--- config.mk ---
export PLATFORM = sky130hd
export DESIGN_NAME = sys_serial_launcher
export DESIGN_NICKNAME = d
export VERILOG_FILES = /design/src/rtl/sys_serial_launcher.sv
export SDC_FILE = /design/constraint.sdc
export NUM_CORES = 1
export LEC_CHECK = 0
export ABC_CLOCK_PERIOD_IN_PS = 1750
export BUFFER_PORTS_ARGS = -buffer_cell sky130_fd_sc_hd__buf_2
export CAP_MARGIN = 20
export CORE_ASPECT_RATIO = 1.75
export CORE_UTILIZATION = 25
export DETAILED_ROUTE_END_ITERATION = 8
export PLACE_DENSITY_LB_ADDON = 0.2
export SLEW_MARGIN = 20
export SYNTH_ARGS = -nofsm -noshare
export SYNTH_HDL_FRONTEND = slang
export SYNTH_SLANG_ARGS = --single-unit
--- constraint.sdc ---
create_clock -name clk -period 1.75 [get_ports clk]
set_clock_uncertainty 0.2 [all_clocks]
set_input_delay 0.525 -clock clk [delete_from_list [all_inputs] [get_ports clk]]
set_output_delay 0.525 -clock clk [all_outputs]
set_load 0.01 [all_outputs]
--- src/rtl/sys_serial_launcher.sv ---
// Purpose : assemble a serial frame of A/B operands plus an iteration count, then launch a PE array
//           with a start pulse followed by staggered or broadcast per-lane write-enables.
// Latency : ready one cycle after the last frame bit; start one cycle after load_go acceptance;
//           enables from the following cycle.
// Backpr. : no stall path; ser_valid bits arriving while a frame is held or a launch runs are dropped
//           and flagged on the sticky overrun output.
//
// Ports   : clk, rst_n (async, active-low)
//           ser_in/ser_valid : serial frame bit stream, first bit lands in the count-field MSB
//           mode             : 0 staggered enables, 1 broadcast enables (sampled with load_go)
//           load_go          : launch request, honoured only while ready=1
//           a_lane/b_lane/max_cntr : operands and count held from the last accepted launch
//           start/awe/bwe/done     : launch pulses; ready/busy/overrun : status
module sys_serial_launcher #(
    parameter int ROWS = 2,
    parameter int COLS = 2,
    parameter int DW   = 16,
    parameter int CW   = 8
) (
    input  logic                 clk,
    input  logic                 rst_n,
    input  logic                 ser_in,
    input  logic                 ser_valid,
    input  logic                 mode,
    input  logic                 load_go,
    output logic [ROWS*DW-1:0]   a_lane,
    output logic [COLS*DW-1:0]   b_lane,
    output logic [CW-1:0]        max_cntr,
    output logic                 start,
    output logic [ROWS-1:0]      awe,
    output logic [COLS-1:0]      bwe,
    output logic                 ready,
    output logic                 busy,
    output logic                 done,
    output logic                 overrun
);

    localparam int FL  = (ROWS + COLS) * DW + CW;
    localparam int BCW = $clog2(FL + 1);
    localparam int S   = ROWS + COLS;
    localparam int SW  = $clog2(S + 1);
    localparam int M   = (ROWS < COLS) ? ROWS : COLS;

    typedef enum logic [1:0] {
        IDLE    = 2'd0,
        READY   = 2'd1,
        LAUNCH  = 2'd2,
        STAGGER = 2'd3
    } state_t;

    state_t              state_q, state_d;
    logic [BCW-1:0]      bit_cnt_q, bit_cnt_d;
    logic [FL-1:0]       chain_q, chain_d;
    logic [SW-1:0]       slot_q, slot_d;
    logic                mode_q, mode_d;
    logic [ROWS*DW-1:0]  a_lane_q, a_lane_d;
    logic [COLS*DW-1:0]  b_lane_q, b_lane_d;
    logic [CW-1:0]       max_cntr_q, max_cntr_d;
    logic                start_q, start_d;
    logic [ROWS-1:0]     awe_q, awe_d;
    logic [COLS-1:0]     bwe_q, bwe_d;
    logic                ready_q, ready_d;
    logic                busy_q, busy_d;
    logic                done_q, done_d;
    logic                overrun_q, overrun_d;
    logic [SW-1:0]       last_slot;

    always_comb begin
        state_d    = state_q;
        bit_cnt_d  = bit_cnt_q;
        chain_d    = chain_q;
        slot_d     = slot_q;
        mode_d     = mode_q;
        a_lane_d   = a_lane_q;
        b_lane_d   = b_lane_q;
        max_cntr_d = max_cntr_q;
        overrun_d  = overrun_q;
        start_d    = 1'b0;
        awe_d      = '0;
        bwe_d      = '0;
        done_d     = 1'b0;
        ready_d    = 1'b0;
        busy_d     = 1'b0;

        // Broadcast launches occupy a single enable slot.
        last_slot = mode_q ? '0 : SW'(S - 1);

        case (state_q)
            IDLE: begin
                if (ser_valid) begin
                    // One flat left shift: chain bit 0 is A lane 0 LSB, the top CW bits are the count.
                    chain_d   = {chain_q[FL-2:0], ser_in};
                    bit_cnt_d = bit_cnt_q + 1'b1;
                    if (bit_cnt_q == BCW'(FL - 1)) begin
                        state_d = READY;
                    end
                end
            end
            READY: begin
                if (load_go) begin
                    a_lane_d   = chain_q[ROWS*DW-1:0];
                    b_lane_d   = chain_q[(ROWS+COLS)*DW-1:ROWS*DW];
                    max_cntr_d = chain_q[FL-1:(ROWS+COLS)*DW];
                    mode_d     = mode;
                    overrun_d  = 1'b0;
                    state_d    = LAUNCH;
                end
                // A bit dropped in the accepting cycle still counts as an overrun.
                if (ser_valid) begin
                    overrun_d = 1'b1;
                end
            end
            LAUNCH: begin
                if (ser_valid) begin
                    overrun_d = 1'b1;
                end
                state_d = STAGGER;
                slot_d  = '0;
            end
            STAGGER: begin
                if (ser_valid) begin
                    overrun_d = 1'b1;
                end
                if (slot_q == last_slot) begin
                    state_d   = IDLE;
                    slot_d    = '0;
                    bit_cnt_d = '0;
                end else begin
                    slot_d = slot_q + 1'b1;
                end
            end
            default: begin
                state_d = IDLE;
            end
        endcase

        // Status and pulse outputs are registered images of the next state, so they line up
        // with the state they describe.
        ready_d = (state_d == READY);
        busy_d  = (state_d == LAUNCH) || (state_d == STAGGER);
        start_d = (state_d == LAUNCH);

        if (state_d == STAGGER) begin
            done_d = (slot_d == last_slot);
            if (mode_q) begin
                awe_d = '1;
                bwe_d = '1;
            end else begin
                // Interleave A/B for shared indices (slots 2i / 2i+1), then the longer side's
                // leftover lanes occupy slots i+M.
                for (int r = 0; r < ROWS; r++) begin
                    if (r < M) begin
                        awe_d[r] = (slot_d == SW'(2 * r));
                    end else begin
                        awe_d[r] = (slot_d == SW'(r + M));
                    end
                end
                for (int c = 0; c < COLS; c++) begin
                    if (c < M) begin
                        bwe_d[c] = (slot_d == SW'(2 * c + 1));
                    end else begin
                        bwe_d[c] = (slot_d == SW'(c + M));
                    end
                end
            end
        end
    end

    always_ff @(posedge clk or negedge rst_n) begin
        if (!rst_n) begin
            state_q    <= IDLE;
            bit_cnt_q  <= '0;
            chain_q    <= '0;
            slot_q     <= '0;
            mode_q     <= 1'b0;
            a_lane_q   <= '0;
            b_lane_q   <= '0;
            max_cntr_q <= '0;
            start_q    <= 1'b0;
            awe_q      <= '0;
            bwe_q      <= '0;
            ready_q    <= 1'b0;
            busy_q     <= 1'b0;
            done_q     <= 1'b0;
            overrun_q  <= 1'b0;
        end else begin
            state_q    <= state_d;
            bit_cnt_q  <= bit_cnt_d;
            chain_q    <= chain_d;
            slot_q     <= slot_d;
            mode_q     <= mode_d;
            a_lane_q   <= a_lane_d;
            b_lane_q   <= b_lane_d;
            max_cntr_q <= max_cntr_d;
            start_q    <= start_d;
            awe_q      <= awe_d;
            bwe_q      <= bwe_d;
            ready_q    <= ready_d;
            busy_q     <= busy_d;
            done_q     <= done_d;
            overrun_q  <= overrun_d;
        end
    end

    assign a_lane   = a_lane_q;
    assign b_lane   = b_lane_q;
    assign max_cntr = max_cntr_q;
    assign start    = start_q;
    assign awe      = awe_q;
    assign bwe      = bwe_q;
    assign ready    = ready_q;
    assign busy     = busy_q;
    assign done     = done_q;
    assign overrun  = overrun_q;

endmodule

==> run summary, run 1 <==
Reg power frac: 0.411
RSZ-0062 raised after global routing: yes
critical-path maximum fanout: 5
flip-flop and latch count after synthesis: 166
largest net degree at the start of global routing: 47
Worst Hold Class: input pin to flop
count of cell types in the netlist: 33
cell count after synthesis: 552
Slew @ Worst Pin: 293 ps
RePlAce Congestion: 0.776
clk root buf: clkbuf_16
Req. time, crit path: 1850 ps
HP Start: ser_in
Routed wire per std cell: 14.1 um
P&R area growth vs syn: 28.3%
GRT Overall Usage: 0.119
initial antenna violation count: 0
Mapped Nets: 560
PortBufs: 86
Peak Freq: 0.532 GHz
final wirelength: 13900 um
# DRC: 0
total gr overflow: 0
Sink Count: 166
Setup Viol. Count Final: 5
worst vdd ir: 648 uV
Power, Total: 10.4 mW
Horiz. Die Dim: 123 um
CTS tree: done
Initial Utilization: 0.257
relative slew slack: 0.804
YS warnings: 0
Psw: 2.79 mW
share of the clock period used by the worst path: 1.07
Arr. time, crit path: 1980 ps
proportion of synthesized area in mux cells: 0.129
complex-gate fraction of the synthesized area: 0.0228
P_int: 7.58 mW
Clock power frac: 0.403
Max-Cap Viols: 0
CTS Buf Count: 17
pwr/cell area: 1270 nW/um^2
Slew Viols, Final: 0
Post-Place Setup Slack: -139 ps
Sw Ratio: 0.269
Combinational Power Share: 0.186
synthesized area per cell: 11.5 sq um
CP startpoint kind: flop
First-pass DRT Iterations: 4
Synth Area in Simple Gates: 0.164
P_leak: 4.53 nW
Clk Latency, worst-skew pair: 430 ps
via count: 4178
I/O pin count: 87
xor-xnor portion of the synthesized cell area: 0.00688
Final WS setup: -129 ps
share of cells above drive strength 1: 0.274
mapped cell area: 6370 sq um
worst-case clock buffer depth: 2
critical path's largest stage delay: 570 ps
failing checks: setup timing
die area: 26100 sq um
final hold violation count: 0
run status: finished with violations
number of nets in the layout: 667
Crit. End Element: flop
Core Area: 24800 sq um
Site Rows: 76
Crit Reg-Reg Startpoint: slot_q[0]
main combinational cell family by area after synthesis: simple AND/OR/NAND/NOR gates
CP Cell Sequence: or4b_4 -> nand3_1 -> o32a_1 -> o31ai_1
Starting DRT DRC Count: 205
Setup Crit Path Kind: flop to flop
Die Ht: 213 um
CTS clk-pin slew, worst paths: 70 ps
CP Launch Point: slot_q[0]
drt via density: 4.25
# diodes: 0
sequential share of the synthesized area: 0.653
Crit-path slowest cell: or4b_4
first-pass GRT wire length: 23400 um
Routed Antenna Nets: 0
hpwl dp: 9250 um
vias in the first global route: 4443
CTS H-tree lvls: 4
Tmin final: 1880 ps
Final Util: 0.329
Synth Area in Adders: 0.00393
-- final timing paths --
kind | to | slack [ps] | cells after the start
max in group asynchronous | a_lane[13] | 490 | 3
hold reg to reg | a_lane[26] | 290 | 1
setup reg to reg | awe[0] | -130 | 4
hold / removal | chain_q[0] | 90 | 3
setup / recovery | awe[0] | -130 | 4
min in group asynchronous | a_lane[11] | 300 | 2
-- synth_stat cells, drive strengths merged --
cell     instances  share of area
a21boi           1         0.0012
a21o             1         0.0012
a21oi            5         0.0045
a32oi            1         0.0043
and2             2         0.0020
and3             4         0.0039
buf             16          0.013
clkbuf          10         0.0059
dfrtp          166           0.65
ha               2         0.0039
inv              4         0.0024
mux2            73           0.13
nand2          223           0.13
nand2b           2         0.0020
nand3            3         0.0024
nand4            4         0.0039
nand4bb          1         0.0018
nor2            10         0.0059
nor3             1        0.00079
nor3b            3         0.0043
nor4b            1         0.0014
o21ai            5         0.0039
o31a             1         0.0014
o31ai            4         0.0047
o32a             1         0.0016
or3              2         0.0020
or4b             1         0.0022
xor2             5         0.0069
-- metrics by stage --
step	area [sq um]	hold WS (ps)	cells	TNS, ps
final	8170	86.5	984	-586
after global routing	8170	95.4	984	-949
after CTS	8130	59.1	984	-349
after detailed placement	7440	192	950	-386
after global placement	7440	191	950	0
after floorplan	6370	29.4	552	-67.9
-- sequential cells by signal, indices dropped and copies added, names as in the netlist, 2 cells and up --
name       flops
slot_q         3
awe            2
state_q        2
bwe            2
bit_cnt_q      7
chain_q       72
b_lane        32
a_lane        32
max_cntr       8
-- what timing repair did --
item | CTS | global route
hold buffers | 1 | 0
endpoints found under the hold margin | 52 | 0
gates resized for setup | 2 | 7
setup buffers | 1 | 0
setup endpoints to repair | 7 | 21
-- critical path, delay by kind of cell, from the launching register on --
kind             cells  cell delay (ps)
AND/OR/NAND/NOR      2              710
AO/OA/AOI/OAI        2              420
flip-flops           1              410
-- cells by family after synthesis --
family,after synthesis
xor gates and xnor gates,5
muxes,73
DFF,166
adders and majority gates,2
AOI/OAI and AO/OA,19
and+or+nand+nor,257
buffers and inverters,30
-- power by group through the flow --
stage                     Sequential [mW]  Clock (mW)  Combinational [mW]
final                                4.26        4.18                1.93
after global routing                 4.28        4.47                2.14
after CTS                            4.25        4.32                1.90
after detailed placement             4.32           0                1.85
after global placement               4.32           0                1.77
after floorplan                      4.35           0               0.999
-- layout make-up --
cell class	count	area, sq um
Clock buffer	20	467
Clock inverter	12	199
Fill cell	2527	16700
Inverter	4	15.0
Multi-Input combinational cell	356	2130
Sequential cell	166	4150
Tap cell	312	390
Timing Repair Buffer	114	811
-- placed cells by master (no fill, tap or decap), types with 4 or more instances in the layout --
cell type	instances
a21oi_1	4
buf_12	10
buf_2	83
buf_4	15
buf_6	4
bufinv_16	5
clkbuf_16	17
dfrtp_1	166
mux2_1	48
mux2_2	25
nand2_1	222
nand4_1	4
nor2_1	10
o21ai_0	4
xor2_1	5
-- routing by layer --
layer,part of all wire,track usage,vias to the layer above
met5,0,0,-
met4,0.020,0.0551,0
met3,0.037,0.0358,15
met2,0.52,0.201,70
met1,0.43,0.135,2088
li1,-,-,2005
Note: power is estimated with default switching activity, not from simulation.
==> run 2, diff against run 1 <==
--- a/config.mk
+++ b/config.mk
@@ -8,9 +8,10 @@
 export ABC_CLOCK_PERIOD_IN_PS = 1750
 export BUFFER_PORTS_ARGS = -buffer_cell sky130_fd_sc_hd__buf_2
-export CAP_MARGIN = 20
+export CAP_MARGIN = 25
 export CORE_ASPECT_RATIO = 1.75
 export CORE_UTILIZATION = 25
 export DETAILED_ROUTE_END_ITERATION = 8
 export PLACE_DENSITY_LB_ADDON = 0.2
+export SETUP_SLACK_MARGIN = 0.15
 export SLEW_MARGIN = 20
 export SYNTH_ARGS = -nofsm -noshare
==> constraint.sdc (replaced) <==
create_clock -name clk -period 1.75 [get_ports clk]
set_clock_uncertainty 0.2 [all_clocks]
set_input_delay 0.175 -clock clk [delete_from_list [all_inputs] [get_ports clk]]
set_output_delay 0.175 -clock clk [all_outputs]
set_load 0.01 [all_outputs]
==> run summary, run 2 (synthesis results as in run 1) <==
most common cell after layout, fill and taps aside: dfrtp_1
Slew @ Worst Pin: 296 ps (+2.55 ps)
FF-to-FF End: bwe[0]
RSZ-0062 raised after global routing: yes
HP Start: load_go
finished layout cell area: 10200 sq um (+25%)
Sink Count: 166 (unchanged)
Sw Ratio: 0.283 (+0.0142)
failing checks: setup timing
R2R depth: 4 (unchanged)
via count: 4690 (+12%)
pwr/cell area: 1200 nW/um^2 (-5.5%)
number of nets in the layout: 743 (+11%)
drt via density: 4.42 (+4.2%)
Combinational Power Share: 0.306 (+0.120)
GRT Overall Usage: 0.145 (+0.0259)
Clock power frac: 0.346 (-0.057)
share of cells above drive strength 1: 0.570 (+0.296)
P_int: 8.81 mW (+16%)
Req. time, crit path: 1890 ps (+40 ps)
Site Rows: 76 (unchanged)
Power, Total: 12.3 mW (+19%)
CTS clk-pin slew, worst paths: 70 ps (about the same)
Worst Hold Class: input pin to flop
share of the clock period used by the worst path: 1.06 (-0.00880)
run status: finished with violations
largest net degree at the start of global routing: 50 (+6.4%)
Psw: 3.48 mW (+25%)
PortBufs: 86 (unchanged)
Max-Cap Viols: 0 (unchanged)
clk root buf: clkbuf_16
Post-Place Cell Area: 7420 sq um (-0.30%)
Biggest register: chain_q
Crit Reg-Reg Startpoint: slot_q[0]
Final Hold Slack: 210 ps (+123 ps)
# diodes: 0 (unchanged)
final hold violation count: 0 (unchanged)
vias in the first global route: 4946 (+11%)
Setup Viol. Count Final: 52 (+47)
die area: 26100 sq um (unchanged)
# DRC: 0 (unchanged)
Final Util: 0.413 (+0.0837)
Setup Crit Path Kind: flop to flop
First-pass DRT Iterations: 4 (unchanged)
flop2flop setup slack: -110 ps (+20 ps)
Largest register FFs: 72 (unchanged)
Slew Viols, Final: 0 (unchanged)
CP startpoint kind: flop
Routed wire per std cell: 17.0 um (+21%)
worst-case clock buffer depth: 2 (unchanged)
Arr. time, crit path: 2000 ps (+20 ps)
critical-path maximum fanout: 4 (-1)
Die Ht: 213 um (unchanged)
total negative slack: -2700 ps (-2110 ps)
RePlAce Congestion: 0.757 (-2.4%)
CTS tree: done
Final WS setup: -114 ps (+15.4 ps)
Reg power frac: 0.348 (-0.063)
post-route insts no fill: 1060 (+7.7%)
relative slew slack: 0.800 (-0.00448)
Horiz. Die Dim: 123 um (unchanged)
I/O pin count: 87 (unchanged)
Tmin final: 1860 ps (-15.4 ps)
worst vdd ir: 633 uV (-2.4%)
initial antenna violation count: 0 (unchanged)
Post-Place Setup Slack: -117 ps (+22.4 ps)
CTS Buf Count: 17 (unchanged)
first-pass GRT wire length: 27900 um (+19%)
Core Area: 24800 sq um (unchanged)
Crit. End Element: flop
Placed Cells: 951 (+0.11%)
P_leak: 6.03 nW (+33%)
CTS H-tree lvls: 4 (unchanged)
total gr overflow: 0 (unchanged)
hold depth: 5 (+2)
Hold Path Sink: mode_q
Starting DRT DRC Count: 166 (-19%)
Clk Latency, worst-skew pair: 430 ps (about the same)
Initial Utilization: 0.257 (unchanged)
final wirelength: 18100 um (+30%)
hpwl dp: 9150 um (-1.0%)
Peak Freq: 0.537 GHz (+0.83%)
P&R area growth vs syn: 60.9%
most frequent cells in the layout: dfrtp_1, nand2_1, buf_2
Routed Antenna Nets: 0 (unchanged)
run 2: worst max path at each step:
stage | startpoint | slack [ps] | end | cells past startpoint
after CTS | slot_q[0] | -100 | awe[0] | 4
after global routing | slot_q[2] | -160 | awe[0] | 7
after global placement | slot_q[2] | -30 | bwe[0] | 4
after detailed placement | slot_q[2] | -120 | awe[0] | 4
after floorplan | slot_q[2] | -30 | bwe[0] | 4
final | slot_q[0] | -110 | bwe[0] | 4
run 2: timing repair:
action,CTS,global route
setup buffers,38,9
hold buffers,6,0
pin swaps,81,91
gates resized for setup,173,141
hold endpoints to repair,173,0
setup endpoints to repair,162,278
cloned,20,4
run 2: layout make-up:
class | count | area, sq um
fill | 2300 | 14600
tap | 312 | 390
clock buffer | 21 | 480
inverter | 4 | 20.0
sequential | 166 | 4160
clock inverter | 11 | 195
timing repair buffer | 189 | 2030
multi-input combinational | 357 | 2970
run 2: per-layer routing:
| layer | up-vias | part of all wire | GRT usage |
|---|---|---|---|
| met1 | 2412 | 0.41 | 0.172 |
| met5 | - | 0 | 0 |
| met3 | 23 | 0.026 | 0.0275 |
| li1 | 2178 | - | - |
| met4 | 0 | 0.023 | 0.0656 |
| met2 | 77 | 0.54 | 0.249 |
run 2: critical path, cell delays in order, from the launching register on:
cell	delay, ps
dfrtp_1	410
or4b_4	570
a32oi_4	240
inv_2	100
o31ai_2	250
run 2: power by group through the flow:
stage | clock, mW | combinational, mW | sequential [mW]
global route | 4.52 | 3.99 | 4.30
global placement | 0 | 1.78 | 4.33
floorplan | 0 | 1.07 | 4.35
finish | 4.26 | 3.76 | 4.28
CTS | 4.38 | 3.26 | 4.26
detailed placement | 0 | 1.85 | 4.34
==> run 3, diff against run 2 <==
GPL_ROUTABILITY_DRIVEN = 0   (was unset)
SKIP_CTS_REPAIR_TIMING = 1   (was unset)
==> run summary, run 3 (synthesis results as in run 1) <==
share of the clock period used by the worst path: 1.06 (-0.00465)
initial antenna violation count: 0 (unchanged)
share of cells above drive strength 1: 0.465 (-0.105)
post-route insts no fill: 1020 (-3.8%)
critical path's largest stage delay: 600 ps (+30 ps)
relative slew slack: 0.728 (-0.0722)
Max-Cap Viols: 0 (unchanged)
worst-case clock buffer depth: 2 (unchanged)
Post-Place Setup Slack: -117 ps (unchanged)
First-pass DRT Iterations: 4 (unchanged)
clk root buf: clkbuf_16
FF-to-FF End: awe[0]
RSZ-0062 raised after global routing: yes
Die Ht: 213 um (unchanged)
Req. time, crit path: 1900 ps (about the same)
CP Depth: 4 (unchanged)
via count: 4412 (-5.9%)
Clk Latency, worst-skew pair: 450 ps (+20 ps)
Routed wire per std cell: 16.6 um (-2.6%)
most common cell after layout, fill and taps aside: dfrtp_1
die area: 26100 sq um (unchanged)
Routed Antenna Nets: 0 (unchanged)
CTS H-tree lvls: 4 (unchanged)
pwr/cell area: 1220 nW/um^2 (+2.0%)
worst vdd ir: 664 uV (+4.9%)
Sink Count: 166 (unchanged)
CTS Buf Count: 17 (unchanged)
P_leak: 5.30 nW (-12%)
final hold violation count: 19 (+19)
failing checks: hold timing, setup timing
Slew Viols, Final: 0 (unchanged)
Placed Cells: 951 (unchanged)
Starting DRT DRC Count: 171 (+3.0%)
first-pass GRT wire length: 23000 um (-18%)
Initial Utilization: 0.257 (unchanged)
Crit-path slowest cell: or4b_4
hpwl dp: 9150 um (unchanged)
# DRC: 0 (unchanged)
Core Area: 24800 sq um (unchanged)
Worst Hold Class: input pin to asynchronous set/reset pin
Peak Freq: 0.539 GHz (+0.44%)
Setup Crit Path Kind: flop to flop
final wirelength: 16900 um (-6.3%)
buffer and inverter count on the worst path: 1 (unchanged)
flop2flop setup slack: -110 ps (about the same)
drt via density: 4.33 (-2.2%)
CTS tree: done
Crit. End Element: flop
most frequent cells in the layout: dfrtp_1, nand2_1, buf_2
Arr. time, crit path: 2000 ps (about the same)
largest net degree at the start of global routing: 50 (unchanged)
Horiz. Die Dim: 123 um (unchanged)
run status: finished with violations
CTS clk-pin slew, worst paths: 70 ps (about the same)
Tmin final: 1860 ps (-8.14 ps)
I/O pin count: 87 (unchanged)
Final Hold Slack: -9.60 ps (-219 ps)
Biggest register: chain_q
# diodes: 0 (unchanged)
Largest register FFs: 72 (unchanged)
R2R depth: 4 (unchanged)
Top delay family on crit path: simple AND/OR/NAND/NOR gates
vias in the first global route: 4430 (-10%)
total gr overflow: 0 (unchanged)
Crit Reg-Reg Startpoint: slot_q[2]
CP startpoint kind: flop
GRT Overall Usage: 0.116 (-0.0283)
CP Cell Sequence: or4b_4 -> a32oi_4 -> inv_2 -> o31ai_2
Slew @ Worst Pin: 408 ps (+112 ps)
Final WS setup: -105 ps (+8.14 ps)
critical-path maximum fanout: 4 (unchanged)
Site Rows: 76 (unchanged)
Setup Viol. Count Final: 6 (-88%)
number of nets in the layout: 703 (-5.4%)
PortBufs: 86 (unchanged)
Power, Total: 11.3 mW (-7.7%)
P&R area growth vs syn: 45.5%
==> run 3: stage by stage <==
stage | TNS [ps] | utilization | hold slack [ps] | instance area (sq um)
after floorplan | -66.4 | - | -321 | 6430
after global placement | -63.2 | 0.299 | -106 | 7420
after detailed placement | -370 | 0.299 | -102 | 7420
after CTS | -457 | 0.326 | -587 | 8090
after global routing | -1340 | 0.373 | 14.9 | 9260
final | -441 | 0.373 | -9.60 | 9260
==> run 3: how the worst max path moves through the flow <==
stage | startpoint | slack [ps] | endpoint
finish | slot_q[2] | -110 | awe[0]
global route | slot_q[2] | -180 | awe[0]
CTS | slot_q[2] | -120 | awe[0]
detailed placement | slot_q[2] | -120 | awe[0]
global placement | slot_q[2] | -30 | bwe[0]
floorplan | slot_q[2] | -30 | bwe[0]
==> run 3: final cells by class <==
type                            instances  area [sq um]
Tap cell                              312           390
Clock buffer                           21           480
Clock inverter                         11           195
Fill cell                            2406         15600
Sequential cell                       166          4160
Inverter                                4          17.5
Timing Repair Buffer                  149          1360
Multi-Input combinational cell        357          2660
==> run 3: power by group <==
group | switching [mW] | internal [mW]
logic | 1.40 | 1.42
registers | 0.184 | 4.09
clock network | 1.56 | 2.68
==> run 3: per-layer routing <==
metal  global-route usage  part of all wire  vias up
met5                    0                 0        -
met3               0.0291             0.029       22
met4               0.0622             0.025        0
li1                     -                 -     2092
met2                0.201              0.53       73
met1                0.129              0.42     2225
